File: config.mk
export PLATFORM = sky130hd
export DESIGN_NAME = wb_stage_flat
export DESIGN_NICKNAME = d
export VERILOG_FILES = /design/src/rtl/wb_pkg.sv /design/src/rtl/wb_stage_if.sv /design/src/rtl/wb_stage_load_align.sv /design/src/rtl/wb_stage.sv /design/src/flat_wrapper.sv
export SDC_FILE = /design/constraint.sdc
export NUM_CORES = 1
export LEC_CHECK = 0
export CORE_MARGIN = 5
export CORE_UTILIZATION = 36
export CTS_CLUSTER_DIAMETER = 120
export CTS_CLUSTER_SIZE = 8
export DETAILED_ROUTE_END_ITERATION = 8
export PLACE_DENSITY = 0.73
export SLEW_MARGIN = 20
export SYNTH_ARGS = -nofsm -noshare
export SYNTH_HDL_FRONTEND = slang
export SYNTH_SLANG_ARGS = --single-unit
File: constraint.sdc
create_clock -name i_clk -period 2.4 [get_ports i_clk]
set_input_delay 0.72 -clock i_clk [delete_from_list [all_inputs] [get_ports i_clk]]
set_output_delay 0.72 -clock i_clk [all_outputs]
set_load 0.01 [all_outputs]
File: src/rtl/wb_pkg.sv
// Shared types and constants for the write-back stage.
package wb_pkg;

    typedef enum logic [1:0] {
        RES_ALU  = 2'b00,
        RES_LOAD = 2'b01,
        RES_PC4  = 2'b10
    } result_sel_e;

    localparam logic [2:0] F3_LB  = 3'b000;
    localparam logic [2:0] F3_LH  = 3'b001;
    localparam logic [2:0] F3_LW  = 3'b010;
    localparam logic [2:0] F3_LBU = 3'b100;
    localparam logic [2:0] F3_LHU = 3'b101;

    typedef enum logic {
        IDLE      = 1'b0,
        WAIT_LOAD = 1'b1
    } wb_state_e;

endpackage

File: src/rtl/wb_stage_if.sv
// Memory-stage handshake, data-memory response and register-file write bus of wb_stage.
// The o_fwd_* bypass signals exist only when WB_FWD_EN is defined.
interface wb_stage_if #(
    parameter int DATA_WIDTH     = 32,
    parameter int REG_FILE_DEPTH = 32,
    parameter int REG_FILE_ADDR  = $clog2(REG_FILE_DEPTH)
);
    logic                     i_MEM_valid;
    logic                     o_MEM_ready;
    logic                     i_MEM_wb_en;
    logic [REG_FILE_ADDR-1:0] i_MEM_dst_reg;
    logic [1:0]               i_MEM_result_sel;
    logic [DATA_WIDTH-1:0]    i_MEM_alu_result;
    logic [DATA_WIDTH-1:0]    i_MEM_pc_plus4;
    logic [2:0]               i_MEM_funct3;
    logic [1:0]               i_MEM_addr_lo;
    logic                     i_dmem_rvalid;
    logic [DATA_WIDTH-1:0]    i_dmem_rdata;
    logic [DATA_WIDTH-1:0]    o_WB_result;
    logic [REG_FILE_ADDR-1:0] o_WB_addr;
    logic                     o_ctrl_WB_en;
    logic                     o_stall;
    logic [31:0]              o_retire_count;
    logic [15:0]              o_load_wait_cycles;
`ifdef WB_FWD_EN
    logic                     o_fwd_valid;
    logic [REG_FILE_ADDR-1:0] o_fwd_addr;
    logic [DATA_WIDTH-1:0]    o_fwd_data;
`endif

    modport master (
        output i_MEM_valid, i_MEM_wb_en, i_MEM_dst_reg, i_MEM_result_sel,
               i_MEM_alu_result, i_MEM_pc_plus4, i_MEM_funct3, i_MEM_addr_lo,
               i_dmem_rvalid, i_dmem_rdata,
        input  o_MEM_ready, o_WB_result, o_WB_addr, o_ctrl_WB_en, o_stall,
               o_retire_count, o_load_wait_cycles
`ifdef WB_FWD_EN
        , input o_fwd_valid, o_fwd_addr, o_fwd_data
`endif
    );

    modport slave (
        input  i_MEM_valid, i_MEM_wb_en, i_MEM_dst_reg, i_MEM_result_sel,
               i_MEM_alu_result, i_MEM_pc_plus4, i_MEM_funct3, i_MEM_addr_lo,
               i_dmem_rvalid, i_dmem_rdata,
        output o_MEM_ready, o_WB_result, o_WB_addr, o_ctrl_WB_en, o_stall,
               o_retire_count, o_load_wait_cycles
`ifdef WB_FWD_EN
        , output o_fwd_valid, o_fwd_addr, o_fwd_data
`endif
    );
endinterface

File: src/rtl/wb_stage_load_align.sv
// Combinational load alignment: picks the byte/halfword lane and sign- or zero-extends it.
module load_align
    import wb_pkg::*;
#(
    parameter int DATA_WIDTH = 32
) (
    input  logic [DATA_WIDTH-1:0] rdata,
    input  logic [2:0]            funct3,
    input  logic [1:0]            addr_lo,
    output logic [DATA_WIDTH-1:0] result
);
    logic [7:0]  byte_lane [4];
    logic [7:0]  byte_val;
    logic [15:0] half_val;

    for (genvar gi = 0; gi < 4; gi++) begin : g_lane
        assign byte_lane[gi] = rdata[8*gi +: 8];
    end

    assign byte_val = byte_lane[addr_lo];
    // Halfword lane is chosen by addr_lo[1] only; misaligned bit 0 is ignored.
    assign half_val = addr_lo[1] ? rdata[31:16] : rdata[15:0];

    always_comb begin
        result = rdata;
        case (funct3)
            F3_LB:   result = {{(DATA_WIDTH-8){byte_val[7]}}, byte_val};
            F3_LH:   result = {{(DATA_WIDTH-16){half_val[15]}}, half_val};
            F3_LBU:  result = {{(DATA_WIDTH-8){1'b0}}, byte_val};
            F3_LHU:  result = {{(DATA_WIDTH-16){1'b0}}, half_val};
            F3_LW:   result = rdata;
            default: result = rdata;
        endcase
    end
endmodule

File: src/rtl/wb_stage.sv
// RISC-V write-back stage: result select, register-file write pulse, load wait and counters.
// Optional combinational bypass outputs are enabled by defining WB_FWD_EN.
module wb_stage
    import wb_pkg::*;
#(
    parameter int DATA_WIDTH     = 32,
    parameter int REG_FILE_DEPTH = 32,
    parameter int REG_FILE_ADDR  = $clog2(REG_FILE_DEPTH)
) (
    input  logic       i_clk,
    input  logic       i_reset,
    wb_stage_if.slave  bus
);
    wb_state_e                state_reg, state_next;
    logic                     ready, stall;
    logic                     accept, nonload_fire, load_done, wr_fire, wr_en;
    logic [DATA_WIDTH-1:0]    sel_value, aligned, wr_data;
    logic [REG_FILE_ADDR-1:0] wr_addr;

    logic                     ld_wb_en_reg;
    logic [REG_FILE_ADDR-1:0] ld_dst_reg;
    logic [2:0]               ld_funct3_reg;
    logic [1:0]               ld_addr_lo_reg;

    logic [DATA_WIDTH-1:0]    result_reg;
    logic [REG_FILE_ADDR-1:0] addr_reg;
    logic                     en_reg;
    logic [31:0]              retire_reg;
    logic [15:0]              load_wait_reg;

    always_ff @(posedge i_clk) begin
        if (i_reset) state_reg <= IDLE;
        else         state_reg <= state_next;
    end

    always_comb begin
        state_next = state_reg;
        case (state_reg)
            IDLE:      if (accept && bus.i_MEM_result_sel == RES_LOAD) state_next = WAIT_LOAD;
            WAIT_LOAD: if (bus.i_dmem_rvalid) state_next = IDLE;
            default:   state_next = IDLE;
        endcase
    end

    always_comb begin
        ready = (state_reg == IDLE);
        stall = (state_reg == WAIT_LOAD);
    end

    assign accept       = bus.i_MEM_valid & ready;
    assign nonload_fire = accept & (bus.i_MEM_result_sel != RES_LOAD);
    assign load_done    = stall & bus.i_dmem_rvalid;
    assign wr_fire      = nonload_fire | load_done;

    // Select value 11 falls through to the ALU result.
    assign sel_value = (bus.i_MEM_result_sel == RES_PC4) ? bus.i_MEM_pc_plus4 : bus.i_MEM_alu_result;

    load_align #(.DATA_WIDTH(DATA_WIDTH)) u_load_align (
        .rdata   (bus.i_dmem_rdata),
        .funct3  (ld_funct3_reg),
        .addr_lo (ld_addr_lo_reg),
        .result  (aligned)
    );

    assign wr_data = nonload_fire ? sel_value : aligned;
    assign wr_addr = nonload_fire ? bus.i_MEM_dst_reg : ld_dst_reg;
    assign wr_en   = nonload_fire ? (bus.i_MEM_wb_en && bus.i_MEM_dst_reg != '0)
                                  : (load_done && ld_wb_en_reg && ld_dst_reg != '0);

    always_ff @(posedge i_clk) begin
        if (i_reset) begin
            ld_wb_en_reg   <= 1'b0;
            ld_dst_reg     <= '0;
            ld_funct3_reg  <= '0;
            ld_addr_lo_reg <= '0;
        end else if (accept) begin
            ld_wb_en_reg   <= bus.i_MEM_wb_en;
            ld_dst_reg     <= bus.i_MEM_dst_reg;
            ld_funct3_reg  <= bus.i_MEM_funct3;
            ld_addr_lo_reg <= bus.i_MEM_addr_lo;
        end
    end

    always_ff @(posedge i_clk) begin
        if (i_reset) begin
            result_reg    <= '0;
            addr_reg      <= '0;
            en_reg        <= 1'b0;
            retire_reg    <= '0;
            load_wait_reg <= '0;
        end else begin
            en_reg <= wr_en;
            if (wr_fire) begin
                result_reg <= wr_data;
                addr_reg   <= wr_addr;
                retire_reg <= retire_reg + 32'd1;
            end
            if (stall && !bus.i_dmem_rvalid && load_wait_reg != 16'hFFFF)
                load_wait_reg <= load_wait_reg + 16'd1;
        end
    end

    assign bus.o_MEM_ready        = ready;
    assign bus.o_stall            = stall;
    assign bus.o_WB_result        = result_reg;
    assign bus.o_WB_addr          = addr_reg;
    assign bus.o_ctrl_WB_en       = en_reg;
    assign bus.o_retire_count     = retire_reg;
    assign bus.o_load_wait_cycles = load_wait_reg;

`ifdef WB_FWD_EN
    assign bus.o_fwd_valid = wr_en;
    assign bus.o_fwd_addr  = wr_en ? wr_addr : '0;
    assign bus.o_fwd_data  = wr_en ? wr_data : '0;
`endif
endmodule

File: src/flat_wrapper.sv
// flat-port wrapper written by rule: the top's interface ports become plain ports
module wb_stage_flat import wb_pkg::*;
#(
    parameter int DATA_WIDTH     = 32,
    parameter int REG_FILE_DEPTH = 32,
    parameter int REG_FILE_ADDR  = $clog2(REG_FILE_DEPTH)
)
  (i_clk, i_reset, bus_i_MEM_valid, bus_i_MEM_wb_en, bus_i_MEM_dst_reg, bus_i_MEM_result_sel, bus_i_MEM_alu_result, bus_i_MEM_pc_plus4, bus_i_MEM_funct3, bus_i_MEM_addr_lo, bus_i_dmem_rvalid, bus_i_dmem_rdata, bus_o_MEM_ready, bus_o_WB_result, bus_o_WB_addr, bus_o_ctrl_WB_en, bus_o_stall, bus_o_retire_count, bus_o_load_wait_cycles);
  wb_stage_if #(.DATA_WIDTH(DATA_WIDTH), .REG_FILE_DEPTH(REG_FILE_DEPTH), .REG_FILE_ADDR(REG_FILE_ADDR)) bus_i ();
  input  logic i_clk;
  input  logic i_reset;
  input wire logic [$bits(bus_i.i_MEM_valid)-1:0] bus_i_MEM_valid;
  input wire logic [$bits(bus_i.i_MEM_wb_en)-1:0] bus_i_MEM_wb_en;
  input wire logic [$bits(bus_i.i_MEM_dst_reg)-1:0] bus_i_MEM_dst_reg;
  input wire logic [$bits(bus_i.i_MEM_result_sel)-1:0] bus_i_MEM_result_sel;
  input wire logic [$bits(bus_i.i_MEM_alu_result)-1:0] bus_i_MEM_alu_result;
  input wire logic [$bits(bus_i.i_MEM_pc_plus4)-1:0] bus_i_MEM_pc_plus4;
  input wire logic [$bits(bus_i.i_MEM_funct3)-1:0] bus_i_MEM_funct3;
  input wire logic [$bits(bus_i.i_MEM_addr_lo)-1:0] bus_i_MEM_addr_lo;
  input wire logic [$bits(bus_i.i_dmem_rvalid)-1:0] bus_i_dmem_rvalid;
  input wire logic [$bits(bus_i.i_dmem_rdata)-1:0] bus_i_dmem_rdata;
  output wire logic [$bits(bus_i.o_MEM_ready)-1:0] bus_o_MEM_ready;
  output wire logic [$bits(bus_i.o_WB_result)-1:0] bus_o_WB_result;
  output wire logic [$bits(bus_i.o_WB_addr)-1:0] bus_o_WB_addr;
  output wire logic [$bits(bus_i.o_ctrl_WB_en)-1:0] bus_o_ctrl_WB_en;
  output wire logic [$bits(bus_i.o_stall)-1:0] bus_o_stall;
  output wire logic [$bits(bus_i.o_retire_count)-1:0] bus_o_retire_count;
  output wire logic [$bits(bus_i.o_load_wait_cycles)-1:0] bus_o_load_wait_cycles;
  assign bus_i.i_MEM_valid = bus_i_MEM_valid;
  assign bus_i.i_MEM_wb_en = bus_i_MEM_wb_en;
  assign bus_i.i_MEM_dst_reg = bus_i_MEM_dst_reg;
  assign bus_i.i_MEM_result_sel = bus_i_MEM_result_sel;
  assign bus_i.i_MEM_alu_result = bus_i_MEM_alu_result;
  assign bus_i.i_MEM_pc_plus4 = bus_i_MEM_pc_plus4;
  assign bus_i.i_MEM_funct3 = bus_i_MEM_funct3;
  assign bus_i.i_MEM_addr_lo = bus_i_MEM_addr_lo;
  assign bus_i.i_dmem_rvalid = bus_i_dmem_rvalid;
  assign bus_i.i_dmem_rdata = bus_i_dmem_rdata;
  assign bus_o_MEM_ready = bus_i.o_MEM_ready;
  assign bus_o_WB_result = bus_i.o_WB_result;
  assign bus_o_WB_addr = bus_i.o_WB_addr;
  assign bus_o_ctrl_WB_en = bus_i.o_ctrl_WB_en;
  assign bus_o_stall = bus_i.o_stall;
  assign bus_o_retire_count = bus_i.o_retire_count;
  assign bus_o_load_wait_cycles = bus_i.o_load_wait_cycles;
  wb_stage #(.DATA_WIDTH(DATA_WIDTH), .REG_FILE_DEPTH(REG_FILE_DEPTH), .REG_FILE_ADDR(REG_FILE_ADDR)) u_core (.i_clk(i_clk), .i_reset(i_reset), .bus(bus_i));
endmodule
==> reports/results.ini <==
[setup_path]
worstPathMaxFanout=8
r2r_cells=5
startpoint_type=flip-flop
path_class=flip-flop to primary output
crit_required_ns=1.68
cp_num_buf_inv=1
crit_family=buffers and inverters
cpPeakStageDelay_ns=0.62
r2r_end=u_core.bus.o_retire_count[27]$_SDFFE_PP0P_
slowest_stage=clkdlybuf4s50_1
worstReg2RegStart=u_core.bus.o_retire_count[8]$_SDFFE_PP0P_
cp.arrival_ns=1.46
crit_chain=clkdlybuf4s50_1
reg2reg_slack_ns=0.26
end_kind=primary output

[clock_network]
cts_sinks=98
htreeDepth=3
insertion_delay_ns=0.35
cts_max_path_buffers=2
cts-root-buf=clkbuf_16
post_cts_buffers=0
cts_hold_buffers=0
ctsResizeCount=0
path_clk_slew_ns=0.07
cts_inserted_buffers=9
cts_tree=yes

[cells_and_area]
fin_cells=1090
utilization_pct=56.0
regArea_mm2=0.00196
final_nets=1016
multiInputGateArea_mm2=0.00316
antenna_cells=0
drive_gt1_share_pct=10.6
final_area_mm2=0.00811
num-fill-cells=1380
syn2layout_area_growth_pct=52.8

[pwr]
p_sw_mw=1.08
internal_power_mw=3.08
pwr-share-seq_pct=41.9
p_leak_nw=2.92
comb_power_share_pct=20.5
powerDensity_mw_per_mm2=513
pwr-share-clk_pct=37.6
power_mw=4.16
peakVddDrop_uv=462
switching_share_pct=25.9

[logic_synthesis]
ys_warn_count=0
syn_avg_cell_area_um2=7.76
ys_seq_area_share_pct=37.0
ys.flop_type=dfxtp_1
synthesis.instances=684
yosys.cell_count.top_type=nand2_1
ys_top_cells_by_area=dfxtp_1 37%, nand2_1 8.8%, nor2_1 5.7%, mux2_2 3.4%, xnor2_1 3.3%
synth_seq_cells=98
synth_top_cell_area_share_pct=37.0
synth.largest_area_cell=dfxtp_1
syn_area_mm2=0.00531
synth_nets=799
synth-edff-count=0
synth_cell_types=51
async_flop_share_pct=0
synth_common_cells=125 x nand2_1, 98 x dfxtp_1, 81 x nor2_1

[sta]
fin_crit_sh_pct=90.7
setup_ws_ns=0.223
finalSetupViolations=0
rsz0062_at_grt=false
fin_skew_ns=0.00631
slew_viol_final=0
worst_slew_pin_slew_ns=0.717
fmax_mhz=459
period_needed_ns=2.18
hold_viol=0
slew_headroom_pct=52.1

[hold_path]
worstHoldStart=u_core.ld_wb_en_reg$_SDFFE_PP0P_
whs_path_depth=2
hold_path.class=flip-flop to flip-flop
min_to=u_core.ld_wb_en_reg$_SDFFE_PP0P_

[floorplanning]
die_h_um=131
dieArea_mm2=0.0173
start_util_pct=36.7
io_pins=201
die_w_um=131
fp-row-count=44
core_area_mm2=0.0145

[placed_design]
portBuffers=200
dp_hpwl_um=14400
globalplace.congestion=0.882
pre_cts_slack_ns=-0.249
place_area_mm2=0.00779
dp_cells=1074

[grt]
grt_pass1_wl_um=29300
globalRouteOverflowTotal=0
grt_pass1_vias=5345
global_route.usage.total_pct=20.6
antenna_found_initial=0
grt_start_max_net_pins=39

[route]
wl_per_cell_um=17.0
vias=5853
drcViolationCount=0
drt_pre_antenna_iters=5
wl_um=18500
ant_nets=0
dr.first_iter.drc_count=484
viasPerCell=5.37

[run_status]
status=finished, final reports clean

[job]
drv_cap=0

==> kinds of logic after synthesis <==
group | Yosys count | synth area share (%)
buf+inv | 51 | 3.65
flops | 98 | 37.0
fa+ha+maj | 2 | 0.471
xor+xnor | 33 | 5.45
mux | 25 | 5.33
compound gates | 138 | 17.9
simple gates | 337 | 30.2
==> worst max path at each step <==
| stage | startpoint | endpoint | slack, ns | depth (start not counted) |
|---|---|---|---|---|
| final | u_core.bus.o_retire_count[22]$_SDFFE_PP0P_ | bus_o_retire_count[22] | 0.22 | 1 |
| after global routing | bus_i_MEM_valid | u_core.bus.o_retire_count[16]$_SDFFE_PP0P_ | 0.09 | 8 |
| after CTS | bus_i_MEM_result_sel[0] | u_core.bus.o_WB_result[24]$_SDFFE_PP0P_ | 0.11 | 5 |
| after detailed placement | bus_i_MEM_result_sel[0] | u_core.bus.o_WB_result[24]$_SDFFE_PP0P_ | -0.25 | 5 |
| after global placement | bus_i_MEM_result_sel[0] | u_core.bus.o_WB_result[22]$_SDFFE_PP0P_ | -0.23 | 5 |
| after floorplan | bus_i_dmem_rvalid | u_core.bus.o_WB_result[21]$_SDFFE_PP0P_ | 0.26 | 7 |
==> placed cells by master, fill, tap and decap left out, drive strengths merged, types with 20 or more instances in the layout <==
| master | Yosys | final |
|---|---|---|
| nand4 | 25 | 25 |
| dfxtp | 98 | 98 |
| a21oi | 30 | 30 |
| clkdlybuf4s50 | 0 | 199 |
| xnor2 | 20 | 20 |
| nor2 | 81 | 81 |
| buf | 7 | 52 |
| nand3 | 30 | 30 |
| nand2 | 125 | 125 |
| o21ai | 30 | 30 |
==> stage by stage <==
stage	hold WS (ns)	setup TNS, ns
floorplan	0.437	0
global placement	0.447	-4.62
detailed placement	0.450	-5.34
CTS	0.460	0
global route	0.469	0
finish	0.458	0
==> cell type report <==
type                       count  area share (%)
sequential                    98            24.2
timing repair buffer         251            29.8
clock buffer                  12            2.92
inverter                       6           0.278
clock inverter                 4           0.941
multi-input combinational    535            39.0
tap                          184            2.84
==> power by group through the flow <==
stage	combinational [mW]	sequential (mW)	clock, mW
2_1_floorplan	0.340	1.80	0
5_1_grt	0.927	1.75	1.65
3_5_place_dp	0.852	1.78	0
4_1_cts	0.856	1.74	1.58
6_report	0.854	1.74	1.56
3_3_place_gp	0.848	1.78	0
==> layer usage <==
| layer | GRT usage (%) | up-vias | part of all wire, % |
|---|---|---|---|
| met3 | 4.13 | 28 | 5.9 |
| met1 | 28.3 | 2715 | 45 |
| li1 | - | 2908 | - |
| met2 | 32.6 | 202 | 46 |
| met5 | 0 | - | 0 |
| met4 | 6.69 | 0 | 2.2 |
Power figures use the tool's default switching activity.
